[src/rtl/lsu_ctrl.sv]
// rtl/lsu_ctrl.sv - multi-cycle load/store unit between EXU and WBU
module lsu_ctrl #(
    parameter int DW    = 64,
    parameter int FUNCW = 3
) (
    input  logic              i_clk,
    input  logic              i_rst_n,
    input  logic              i_exu_valid,
    output logic              o_lsu_ready,
    input  logic              i_ld_en,
    input  logic              i_st_en,
    input  logic [FUNCW-1:0]  i_lsfunc,
    input  logic [DW-1:0]     i_addr,
    input  logic [DW-1:0]     i_wdata,
    output logic [DW-1:0]     o_lsu_res,
    output logic              o_lsu_valid,
    output logic              o_lsu_misalign,
    output logic              o_mem_req,
    output logic              o_mem_we,
    output logic [DW-1:0]     o_mem_addr,
    output logic [DW-1:0]     o_mem_wdata,
    output logic [DW/8-1:0]   o_mem_wmask,
    input  logic              i_mem_ready,
    input  logic              i_mem_rvalid,
    input  logic [DW-1:0]     i_mem_rdata
);

    typedef enum logic [1:0] {S_IDLE, S_REQ, S_RESP, S_DONE} state_t;

    state_t             state_q, state_d;
    logic               ld_q, st_q, mis_q;
    logic [FUNCW-1:0]   func_q;
    logic [DW-1:0]      addr_q, wdata_q, res_q;
    logic               accept, is_mem_in, misalign_in, mem_done;
    logic [DW-1:0]      shifted, ld_ext;
    logic [DW/8-1:0]    size_mask;

    assign accept    = i_exu_valid && (state_q == S_IDLE);
    assign is_mem_in = i_ld_en | i_st_en;
    assign mem_done  = ((state_q == S_REQ) && i_mem_ready && i_mem_rvalid) ||
                       ((state_q == S_RESP) && i_mem_rvalid);

    // Access size comes from lsfunc[1:0] for both signed and unsigned loads
    always_comb begin
        misalign_in = 1'b0;
        case (i_lsfunc[1:0])
            2'b00:   misalign_in = 1'b0;
            2'b01:   misalign_in = i_addr[0];
            2'b10:   misalign_in = |i_addr[1:0];
            default: misalign_in = |i_addr[2:0];
        endcase
    end

    always_comb begin
        state_d     = state_q;
        o_lsu_ready = 1'b0;
        o_lsu_valid = 1'b0;
        o_mem_req   = 1'b0;
        case (state_q)
            S_IDLE: begin
                o_lsu_ready = 1'b1;
                if (accept)
                    state_d = (is_mem_in && !misalign_in) ? S_REQ : S_DONE;
            end
            S_REQ: begin
                o_mem_req = 1'b1;
                if (i_mem_ready)
                    state_d = i_mem_rvalid ? S_DONE : S_RESP;
            end
            S_RESP: begin
                if (i_mem_rvalid)
                    state_d = S_DONE;
            end
            default: begin
                o_lsu_valid = 1'b1;
                state_d     = S_IDLE;
            end
        endcase
    end

    always_ff @(posedge i_clk or negedge i_rst_n) begin
        if (!i_rst_n)
            state_q <= S_IDLE;
        else
            state_q <= state_d;
    end

    always_comb begin
        shifted = i_mem_rdata >> {addr_q[2:0], 3'b000};
        case (func_q)
            3'b000:  ld_ext = {{(DW-8){shifted[7]}},   shifted[7:0]};
            3'b001:  ld_ext = {{(DW-16){shifted[15]}}, shifted[15:0]};
            3'b010:  ld_ext = {{(DW-32){shifted[31]}}, shifted[31:0]};
            3'b100:  ld_ext = {{(DW-8){1'b0}},         shifted[7:0]};
            3'b101:  ld_ext = {{(DW-16){1'b0}},        shifted[15:0]};
            3'b110:  ld_ext = {{(DW-32){1'b0}},        shifted[31:0]};
            default: ld_ext = shifted;
        endcase
    end

    always_comb begin
        size_mask = '0;
        case (func_q[1:0])
            2'b00:   size_mask = 8'h01;
            2'b01:   size_mask = 8'h03;
            2'b10:   size_mask = 8'h0F;
            default: size_mask = 8'hFF;
        endcase
    end

    // Bus fields are only driven while a request is outstanding
    assign o_mem_we    = o_mem_req && st_q && !ld_q;
    assign o_mem_addr  = o_mem_req ? {addr_q[DW-1:3], 3'b000} : '0;
    assign o_mem_wdata = o_mem_req ? (wdata_q << {addr_q[2:0], 3'b000}) : '0;
    assign o_mem_wmask = o_mem_req ? (size_mask << addr_q[2:0]) : '0;

    always_ff @(posedge i_clk or negedge i_rst_n) begin
        if (!i_rst_n) begin
            ld_q    <= 1'b0;
            st_q    <= 1'b0;
            func_q  <= '0;
            addr_q  <= '0;
            wdata_q <= '0;
            res_q   <= '0;
            mis_q   <= 1'b0;
        end else begin
            if (accept) begin
                ld_q    <= i_ld_en;
                st_q    <= i_st_en;
                func_q  <= i_lsfunc;
                addr_q  <= i_addr;
                wdata_q <= i_wdata;
                if (!is_mem_in || misalign_in) begin
                    res_q <= '0;
                    mis_q <= is_mem_in;
                end
            end
            if (mem_done) begin
                res_q <= ld_q ? ld_ext : '0;
                mis_q <= 1'b0;
            end
        end
    end

    assign o_lsu_res      = res_q;
    assign o_lsu_misalign = mis_q;

endmodule
[config.mk]
export PLATFORM = sky130hd
export DESIGN_NAME = lsu_ctrl
export DESIGN_NICKNAME = d
export VERILOG_FILES = /design/src/rtl/lsu_ctrl.sv
export SDC_FILE = /design/constraint.sdc
export NUM_CORES = 1
export LEC_CHECK = 0
export BUFFER_PORTS_ARGS = -buffer_cell sky130_fd_sc_hd__buf_2
export CORE_AREA = 2 2 158 160
export DETAILED_ROUTE_END_ITERATION = 8
export DIE_AREA = 0 0 160 162
export PLACE_DENSITY = 0.74
export SETUP_SLACK_MARGIN = 0.4
export SLEW_MARGIN = 20
export SYNTH_ARGS = -nofsm -noshare
export SYNTH_HDL_FRONTEND = slang
export SYNTH_SLANG_ARGS = --single-unit
[constraint.sdc]
create_clock -name i_clk -period 5.3 [get_ports i_clk]
set_clock_uncertainty 0.05 [all_clocks]
set_input_delay 0.53 -clock i_clk [delete_from_list [all_inputs] [get_ports i_clk]]
set_output_delay 0.53 -clock i_clk [all_outputs]
set_load 0.02 [all_outputs]
==> out/qor.yml <==
place:
  numPlacedInstances: 1793
  port_buffers: 403
  gp_congestion: 0.9628
  dp_hpwl_mm: 29.16
synth:
  ys_seq_area_frac: 0.4307
  yosysUniqueCellTypes: 44
  synthFlopType: "dfrtp_1"
  async_reset_ff_frac: 1.000
  yosysTopAreaCellShare: 0.4307
  yosys.area_share.simple: 0.1334
  postSynthCellCount: 1145
  synth_compound_area_frac: 0.1204
  syn_avg_cell_area_um2: 10.15
  synthXorXnorAreaFrac: 0
  yosys.area_share.adder: 0.004307
  muxShareOfSynthArea: 0.2690
  yosys.area.top_type: "dfrtp_1"
  synth-seq-cells: 200
  ys_warn_count: 0
  ys_top_cells_by_area: "dfrtp_1 43%, mux2_2 16%, mux2i_1 9.6%, nand2_1 4.5%, and2_1 4.3%"
  synth_edf_count: 0
  synth.cell_area_um2: 11620
  synth_top_family_by_area: "multiplexers"
run:
  cap_violations: 0
clocking:
  cts.repair.resized: 0
  worstSkewPairLatency_ps: 430
  postCtsHoldBufs: 0
  numClockSinks: 200
  cts_buffers: 17
  clkTransAtPathRegs_ps: 80
  cts.path.max_buffers: 2
  cts_setup_buffers: 0
  cts-root-buf: "clkbuf_16"
  cts_tree: "yes"
  htree_levels: 4
grt:
  gr-total-overflow: 0
  grt_max_degree: 112
  grt_pass1_wl_mm: 60.10
  grt_usage: 0.3010
  grt_pass1_vias: 10392
  antenna_found_initial: 11
setup_path:
  path_cells: "inv_2, buf_4, nand3_1, nor2_1, and2_1, buf_2"
  cp_slowest_cell: "dfrtp_1"
  crit_required_ps: 4720
  cp_max_fo: 40
  slowest_delay_ps: 630
  critical_path_class: "flip-flop to output port"
  end_kind: "output port"
  startpoint_type: "flip-flop"
  arrival_ps: 3290
layout:
  syn_to_final_growth_pct: 23.73
  drive_above_1_share: 0.4217
  nNetsFinal: 1694
  mostFrequentLayoutCells: "402 x buf_2, 198 x dfrtp_1, 164 x mux2_2"
  instances_no_fill: 1835
  final_common_cell: "buf_2"
routing:
  first_iter_violations: 830
  ant_nets: 0
  drc: 0
  wl_met3_mm: 3.438
  dr_total_vias: 10399
  first_pass_iters: 6
  wl_per_cell_um: 21.71
  wl_met1_mm: 15.77
  avgViaCountPerCell: 5.667
  wl_mm: 39.83
  wl_met2_mm: 19.18
  highest_layer: "met5"
run_status:
  outcome: "complete, no violations"
floorplan:
  row_count: 57
  die_area_um2: 25920
  start_util: 0.4820
  die_h_um: 162
  die_w_um: 160
  ios: 407
  core_area_um2: 24110
timing:
  hold_viol: 0
  setup_viol_count_final: 0
  worst_slew_pin_slew_ps: 1078
  min_period_ps: 3867
  hold_ws_ps: 174.6
  fin_setup_tns_ps: 0
  slew_headroom: 0.2812
  fmax_mhz: 258.6
  rsz0062_at_grt: "no"
  finalCritPeriodShare: 0.7297
  slew_violations: 0
power_and_ir_drop:
  static-leakage-power_nw: 7.290
  power_mw: 9.941
  irDropWorstVdd_v: 0.0003157
  powerDensity_nw_per_um2: 691.4
min_path:
  hold_path_class: "input pin to asynchronous set/reset pin"
-- flip-flops by register name, indices dropped and copies added (netlist names) --
register,cells
wdata_q,64
func_q,3
ld_q,1
addr_q,64
o_lsu_misalign,1
state_q,2
st_q,1
o_lsu_res,64
-- cell usage after synthesis (all sizes together), types with 2 or more instances --
cell,number
a211o,6
a211oi,15
a21o,8
a21oi,33
a22o,7
a22oi,19
and2,80
buf,48
clkbuf,46
dfrtp,200
ha,4
inv,9
mux2,164
mux2i,112
mux4,7
nand2,139
nand2b,2
nand3,4
nor2,43
nor2b,43
nor3,3
o21ai,109
o22ai,24
o31ai,7
or2,2
-- cell families (layout without fill, tap and decap cells) --
| family | after synthesis | count (layout) |
|---|---|---|
| DFF | 200 | 200 |
| and+or+nand+nor | 320 | 320 |
| AOI/OAI and AO/OA | 234 | 234 |
| muxes | 283 | 283 |
| other | 1 | 13 |
| adders and majority gates | 4 | 4 |
| buffers and inverters | 103 | 457 |
-- metal layers --
layer	global-route usage	up-vias
met3	0.06537	76
met1	0.3802	5056
met4	0.1257	2
met5	0	-
met2	0.5041	543
li1	-	4722
-- critical path, delay by kind of cell (launching register included) --
kind                   cells  cell delay [ps]
DFF                        1              630
and+or+nand+nor            3             1370
buffers and inverters      3              830
-- cell type report --
type | count | area (um2)
Sequential cell | 200 | 5010
Inverter | 9 | 33.78
Multi-Input combinational cell | 844 | 6151
Antenna cell | 10 | 25.02
Fill cell | 2182 | 9728
Tap cell | 324 | 405.4
Timing Repair Buffer | 416 | 2136
Clock inverter | 14 | 177.7
Clock buffer | 18 | 439.2
-- through the flow --
stage                     worst slack, ps  area [um2]    util
after floorplan                      2786       11630       -
after global placement               2042       13740  0.5698
after detailed placement             2018       13740  0.5698
after CTS                            1515       14350  0.5954
after global routing                 1232       14370  0.5961
final                                1433       14380  0.5964
-- path summary, 6_finish.rpt --
| path | startpoint | end | slack [ps] | cells after the start |
|---|---|---|---|---|
| worst max-delay path | addr_q[2] | o_mem_wdata[1] | 1430 | 6 |
| worst min-delay path | i_rst_n | o_lsu_res[0] | 170 | 1 |
| worst max register to register | addr_q[0] | o_lsu_res[48] | 1980 | 8 |
| worst min register to register | o_lsu_res[60] | o_lsu_res[60] | 430 | 2 |
| max in group asynchronous | i_rst_n | addr_q[0] | 3950 | 2 |
| min in group i_clk | i_wdata[41] | wdata_q[41] | 270 | 2 |
-- power breakdown --
part           leakage, nW  switching [mW]  total, mW  internal, mW
Combinational         4.52            3.28       5.55          2.27
Sequential            2.47           0.737       3.02          2.28
Clock                0.297           0.676       1.37         0.693
Note: power is estimated with default switching activity, not from simulation.
